$ cat config.mk
export PLATFORM = sky130hd
export DESIGN_NAME = li_immediate_encoder
export DESIGN_NICKNAME = d
export VERILOG_FILES = /design/src/rtl/li_immediate_encoder.sv
export SDC_FILE = /design/constraint.sdc
export NUM_CORES = 1
export LEC_CHECK = 0
export CORE_AREA = 2 2 75 77
export DETAILED_ROUTE_END_ITERATION = 6
export DIE_AREA = 0 0 77 79
export PLACE_DENSITY_LB_ADDON = 0.2
export SETUP_SLACK_MARGIN = 0.4
export SYNTH_ARGS = -nofsm -noshare
export SYNTH_HDL_FRONTEND = slang
export SYNTH_SLANG_ARGS = --single-unit
export TNS_END_PERCENT = 100
$ cat constraint.sdc
create_clock -name clk_i -period 4.78 [get_ports clk_i]
set_input_delay 1.434 -clock clk_i [delete_from_list [all_inputs] [get_ports clk_i]]
set_output_delay 1.434 -clock clk_i [all_outputs]
set_load 0.05 [all_outputs]
$ cat src/rtl/li_immediate_encoder.sv
// li_immediate_encoder
//
// Expands a load-immediate request (rd, 32-bit constant) into the RV32I pair
//   LUI  rd, hi
//   ADDI rd, rd, lo
// and presents one instruction word per output handshake.
//
// Because ADDI sign-extends its 12-bit immediate, hi is taken from VALUE + 0x800.
// This ensures that (hi << 12) + sext(lo) reproduces VALUE modulo 2^32.
//
// Optional build macro LI_SHORT_EN selects the shortest sequence:
//   - A single ADDI from x0 when VALUE fits in a signed 12-bit immediate.
//   - A single LUI when VALUE[11:0] is zero.
//   - Otherwise the normal pair.
//
// Ports:
//   clk_i        clock, all state on rising edge
//   rst_ni       asynchronous active-low reset
//   req_valid_i  request valid
//   req_ready_o  request can be accepted (high only when idle)
//   req_rd_i     destination register index
//   req_value_i  constant to load
//   out_valid_o  out_instr_o holds a valid instruction word
//   out_ready_i  consumer accepts out_instr_o
//   out_instr_o  encoded instruction word
//   out_last_o   final word of the current sequence
//
// All outputs come straight from registers.
module li_immediate_encoder #(
  parameter logic [6:0] LUI_OPCODE  = 7'b0110111,
  parameter logic [6:0] ADDI_OPCODE = 7'b0010011
) (
  input  logic        clk_i,
  input  logic        rst_ni,
  input  logic        req_valid_i,
  output logic        req_ready_o,
  input  logic [4:0]  req_rd_i,
  input  logic [31:0] req_value_i,
  output logic        out_valid_o,
  input  logic        out_ready_i,
  output logic [31:0] out_instr_o,
  output logic        out_last_o
);

  localparam logic [1:0] StIdle     = 2'd0;
  localparam logic [1:0] StEmitLui  = 2'd1;
  // Also used as "emitting the final word" for single-word short sequences.
  localparam logic [1:0] StEmitAddi = 2'd2;

  logic [1:0]  state_q, state_d;
  logic [4:0]  rd_q, rd_d;
  logic [31:0] value_q, value_d;
  logic        req_ready_q, req_ready_d;
  logic        out_valid_q, out_valid_d;
  logic [31:0] out_instr_q, out_instr_d;
  logic        out_last_q, out_last_d;

  logic [31:0] req_rounded;

  function automatic logic [31:0] lui_word(input logic [19:0] imm, input logic [4:0] rd);
    return {imm, rd, LUI_OPCODE};
  endfunction

  function automatic logic [31:0] addi_word(input logic [11:0] imm, input logic [4:0] rs1,
                                            input logic [4:0] rd);
    return {imm, rs1, 3'b000, rd, ADDI_OPCODE};
  endfunction

  // Upper part rounded so the sign-extended low 12 bits cancel out; wraps mod 2^32.
  assign req_rounded = req_value_i + 32'h0000_0800;

  always_comb begin
    state_d     = state_q;
    rd_d        = rd_q;
    value_d     = value_q;
    req_ready_d = req_ready_q;
    out_valid_d = out_valid_q;
    out_instr_d = out_instr_q;
    out_last_d  = out_last_q;

    unique case (state_q)
      StIdle: begin
        if (req_valid_i && req_ready_q) begin
          rd_d        = req_rd_i;
          value_d     = req_value_i;
          req_ready_d = 1'b0;
          out_valid_d = 1'b1;
`ifdef LI_SHORT_EN
          if ((&req_value_i[31:11]) || !(|req_value_i[31:11])) begin
            // Fits a signed 12-bit immediate: ADDI rd, x0, lo.
            state_d     = StEmitAddi;
            out_instr_d = addi_word(req_value_i[11:0], 5'd0, req_rd_i);
            out_last_d  = 1'b1;
          end else if (req_value_i[11:0] == 12'd0) begin
            state_d     = StEmitAddi;
            out_instr_d = lui_word(req_value_i[31:12], req_rd_i);
            out_last_d  = 1'b1;
          end else begin
            state_d     = StEmitLui;
            out_instr_d = lui_word(req_rounded[31:12], req_rd_i);
            out_last_d  = 1'b0;
          end
`else
          state_d     = StEmitLui;
          out_instr_d = lui_word(req_rounded[31:12], req_rd_i);
          out_last_d  = 1'b0;
`endif
        end
      end
      StEmitLui: begin
        if (out_ready_i) begin
          state_d     = StEmitAddi;
          out_instr_d = addi_word(value_q[11:0], rd_q, rd_q);
          out_last_d  = 1'b1;
        end
      end
      StEmitAddi: begin
        if (out_ready_i) begin
          state_d     = StIdle;
          req_ready_d = 1'b1;
          out_valid_d = 1'b0;
          out_instr_d = 32'd0;
          out_last_d  = 1'b0;
        end
      end
      default: begin
        state_d     = StIdle;
        req_ready_d = 1'b1;
        out_valid_d = 1'b0;
        out_instr_d = 32'd0;
        out_last_d  = 1'b0;
      end
    endcase
  end

  always_ff @(posedge clk_i or negedge rst_ni) begin
    if (!rst_ni) begin
      state_q     <= StIdle;
      rd_q        <= 5'd0;
      value_q     <= 32'd0;
      req_ready_q <= 1'b1;
      out_valid_q <= 1'b0;
      out_instr_q <= 32'd0;
      out_last_q  <= 1'b0;
    end else begin
      state_q     <= state_d;
      rd_q        <= rd_d;
      value_q     <= value_d;
      req_ready_q <= req_ready_d;
      out_valid_q <= out_valid_d;
      out_instr_q <= out_instr_d;
      out_last_q  <= out_last_d;
    end
  end

  assign req_ready_o = req_ready_q;
  assign out_valid_o = out_valid_q;
  assign out_instr_o = out_instr_q;
  assign out_last_o  = out_last_q;

endmodule
==> flow_metrics.env <==
export IMPL_grt_max_degree=48
export IMPL_grt_pass1_vias=2047
export IMPL_nets=366
export IMPL_netlist_top_cells_area="dfrtp_1 48%, nand2_1 12%, xnor2_1 4.4%"
export IMPL_critPathMaxStageDelay_ns=0.95
export IMPL_start_util_pct=44.5
export IMPL_setup_violations=0
export IMPL_firstDrtPassIters=4
export IMPL_place_hpwl_um=4040
export IMPL_outcome="completed"
export IMPL_avgSynthCellArea_um2=9.17
export IMPL_drtAntennaViolNets=0
export IMPL_skew_ns=0.00839
export IMPL_drt_initial_drc_count=126
export IMPL_worstSkewPairLatency_ns=0.30
export IMPL_ys_types=35
export IMPL_critPathMaxFanout=29
export IMPL_grt_total_usage_pct=19.7
export IMPL_whs_ns=0.481
export IMPL_crit_type="flop to primary output"
export IMPL_ys_warn_count=0
export IMPL_clock_path_buffers=2
export IMPL_cts_resized=0
export IMPL_synth_top_area_share_pct=48.4
export IMPL_cts_tree="done"
export IMPL_period_share_pct=76.1
export IMPL_ys_ff_latch=47
export IMPL_crit_chain="clkdlybuf4s50_1"
export IMPL_die_width_um=77
export IMPL_cp_arrival_ns=2.20
export IMPL_yosys_area_top_type="dfrtp_1"
export IMPL_drive_gt1_share_pct=5.85
export IMPL_hp_start="value_q[2]"
export IMPL_io_pins=76
export IMPL_max_freq_mhz=275
export IMPL_crit_buf_inv=1
export IMPL_cts_hold_buffers=0
export IMPL_syn_cell_area_um2=2380
export IMPL_ys_seq_area_share_pct=49.6
export IMPL_path_depth=1
export IMPL_die_y_um=79
export IMPL_worstMarginPinSlew_ns=1.01
export IMPL_core_um2=5340
export IMPL_area_growth_syn_to_layout_pct=35.8
export IMPL_grt_pass1_wl_um=9480
export IMPL_io_buffers=73
export IMPL_ff2ff_path_depth=2
export IMPL_wirelength_um=5620
export IMPL_synth_compound_area_share_pct=13.7
export IMPL_vias_per_cell=5.07
export IMPL_start_kind="flop"
export IMPL_layout_common_cells="73 x nand2_1, 72 x clkdlybuf4s50_1, 46 x dfrtp_1, 14 x o21ai_0"
export IMPL_required_ns=3.35
export IMPL_hold_path_class="flop to flop"
export IMPL_rows=27
export IMPL_slew_headroom_pct=32.6
export IMPL_rsz0062_at_grt="no"
export IMPL_synth_simple_area_share_pct=22.1
export IMPL_power_density_nw_per_um2=562
export IMPL_clk_root_buffer_cell="clkbuf_8"
export IMPL_dieArea_um2=6080
export IMPL_crit_slowest_cell="dfrtp_1"
export IMPL_synthMuxAreaShare_pct=2.11
export IMPL_final_max_slew_viol_count=0
export IMPL_finalPower_mw=1.81
export IMPL_holdPathEnd="value_q[2]"
export IMPL_power_leakage_nw=1.38
export IMPL_cts_sinks=47
export IMPL_r2r_slack_ns=2.60
export IMPL_yosys_area_share_adder_pct=0.527
export IMPL_num_vias=2011
export IMPL_synth_top_family_by_area="simple AND/OR/NAND/NOR gates"
export IMPL_path_clk_slew_ns=0.09
export IMPL_timing_rr_start="state_q[0]"
export IMPL_cap_violations=0
export IMPL_numCtsBuffers=5
export IMPL_crit_family="flip-flops"
export IMPL_gp_congestion=0.820
export IMPL_num_antenna_cells=0
export IMPL_whs_path_depth=2
export IMPL_startpoint="state_q[0]"
export IMPL_fin_setup_tns_ns=0
export IMPL_worstReg2RegEnd="out_instr_o[23]"
export IMPL_drc_errors=0
export IMPL_final_common_cell="nand2_1"
export IMPL_period_minus_slack_ns=3.64
export IMPL_post_drt_wl_per_cell_um=14.2
export IMPL_synth_xor_area_share_pct=7.00
export IMPL_synthCells=259
export IMPL_antenna_found_initial=0
export IMPL_overflow=0
export IMPL_ir_drop_v=0.000329
export IMPL_end_kind="primary output"
export IMPL_hold_viol=0
export IMPL_h_tree_depth=2
export IMPL_postCtsSetupBuffers=0
==> flip-flops by register name (all words and copies together) (netlist names) <==
signal       flops
rd_q             5
req_ready_o      1
out_valid_o      1
state_q          2
value_q         12
out_instr_o     26
==> worst max path at each step <==
stage	endpoint	slack, ns
floorplan	out_instr_o[30]	2.29
global placement	out_instr_o[2]	1.48
detailed placement	out_instr_o[5]	1.48
CTS	out_instr_o[5]	1.13
global route	out_instr_o[5]	1.04
finish	out_instr_o[5]	1.14
==> through the flow <==
stage / utilization [%] / worst slack, ns / cells / instance area (µm²)
after detailed placement: 58.5 / 1.48 / 389 / 3120
after CTS: 60.5 / 1.13 / 397 / 3230
after floorplan: - / 2.29 / 260 / 2380
final: 60.5 / 1.14 / 397 / 3230
after global placement: 58.5 / 1.48 / 389 / 3120
after global routing: 60.5 / 1.04 / 397 / 3230
==> synthesized netlist by cell type <==
cell / number
a21oi_1: 4
a221o_1: 2
a22o_1: 5
a22oi_1: 10
and3_1: 3
buf_2: 7
buf_4: 5
clkbuf_1: 6
conb_1: 1
dfrtp_1: 46
dfstp_2: 1
ha_1: 1
inv_1: 5
mux2i_1: 5
nand2_1: 73
nand2b_1: 2
nand3_1: 5
nand3_2: 1
nand4_1: 3
nand4_2: 1
nand4_4: 1
nor2_1: 12
nor3_1: 6
nor3_2: 1
nor3_4: 1
nor3b_2: 1
nor4_2: 1
o21ai_0: 14
o21ai_1: 9
o21ai_2: 1
o22ai_1: 1
o31ai_1: 5
or3_1: 1
xnor2_1: 12
xor2_1: 7
==> report_power, final <==
part	switching, mW	internal (mW)
Clock	0.133	0.157
Combinational	0.548	0.307
Sequential	0.108	0.559
Total	0.789	1.02
==> layout make-up <==
class                   count  area (µm²)
fillers                   506        2110
flip-flops and latches     47        1180
multi-input cells         190        1090
repair buffers             75         741
well taps                  72        90.1
clock buffers               7        76.3
clock inverters             1        30.0
inverters                   5        18.8
==> metal layers <==
layer	global-route usage (%)	vias up	part of all wire, %
met5	0	-	0
met4	5.00	0	0.98
met3	4.66	6	5.8
met2	34.4	61	48
met1	24.8	945	45
li1	-	999	-
==> kinds of logic after synthesis <==
| group | count (synthesis) |
|---|---|
| mux | 5 |
| other cells | 1 |
| compound gates | 51 |
| buf+inv | 23 |
| xor+xnor | 19 |
| flops | 47 |
| fa+ha+maj | 1 |
| simple gates | 112 |
Note: power is estimated with default switching activity, not from simulation.
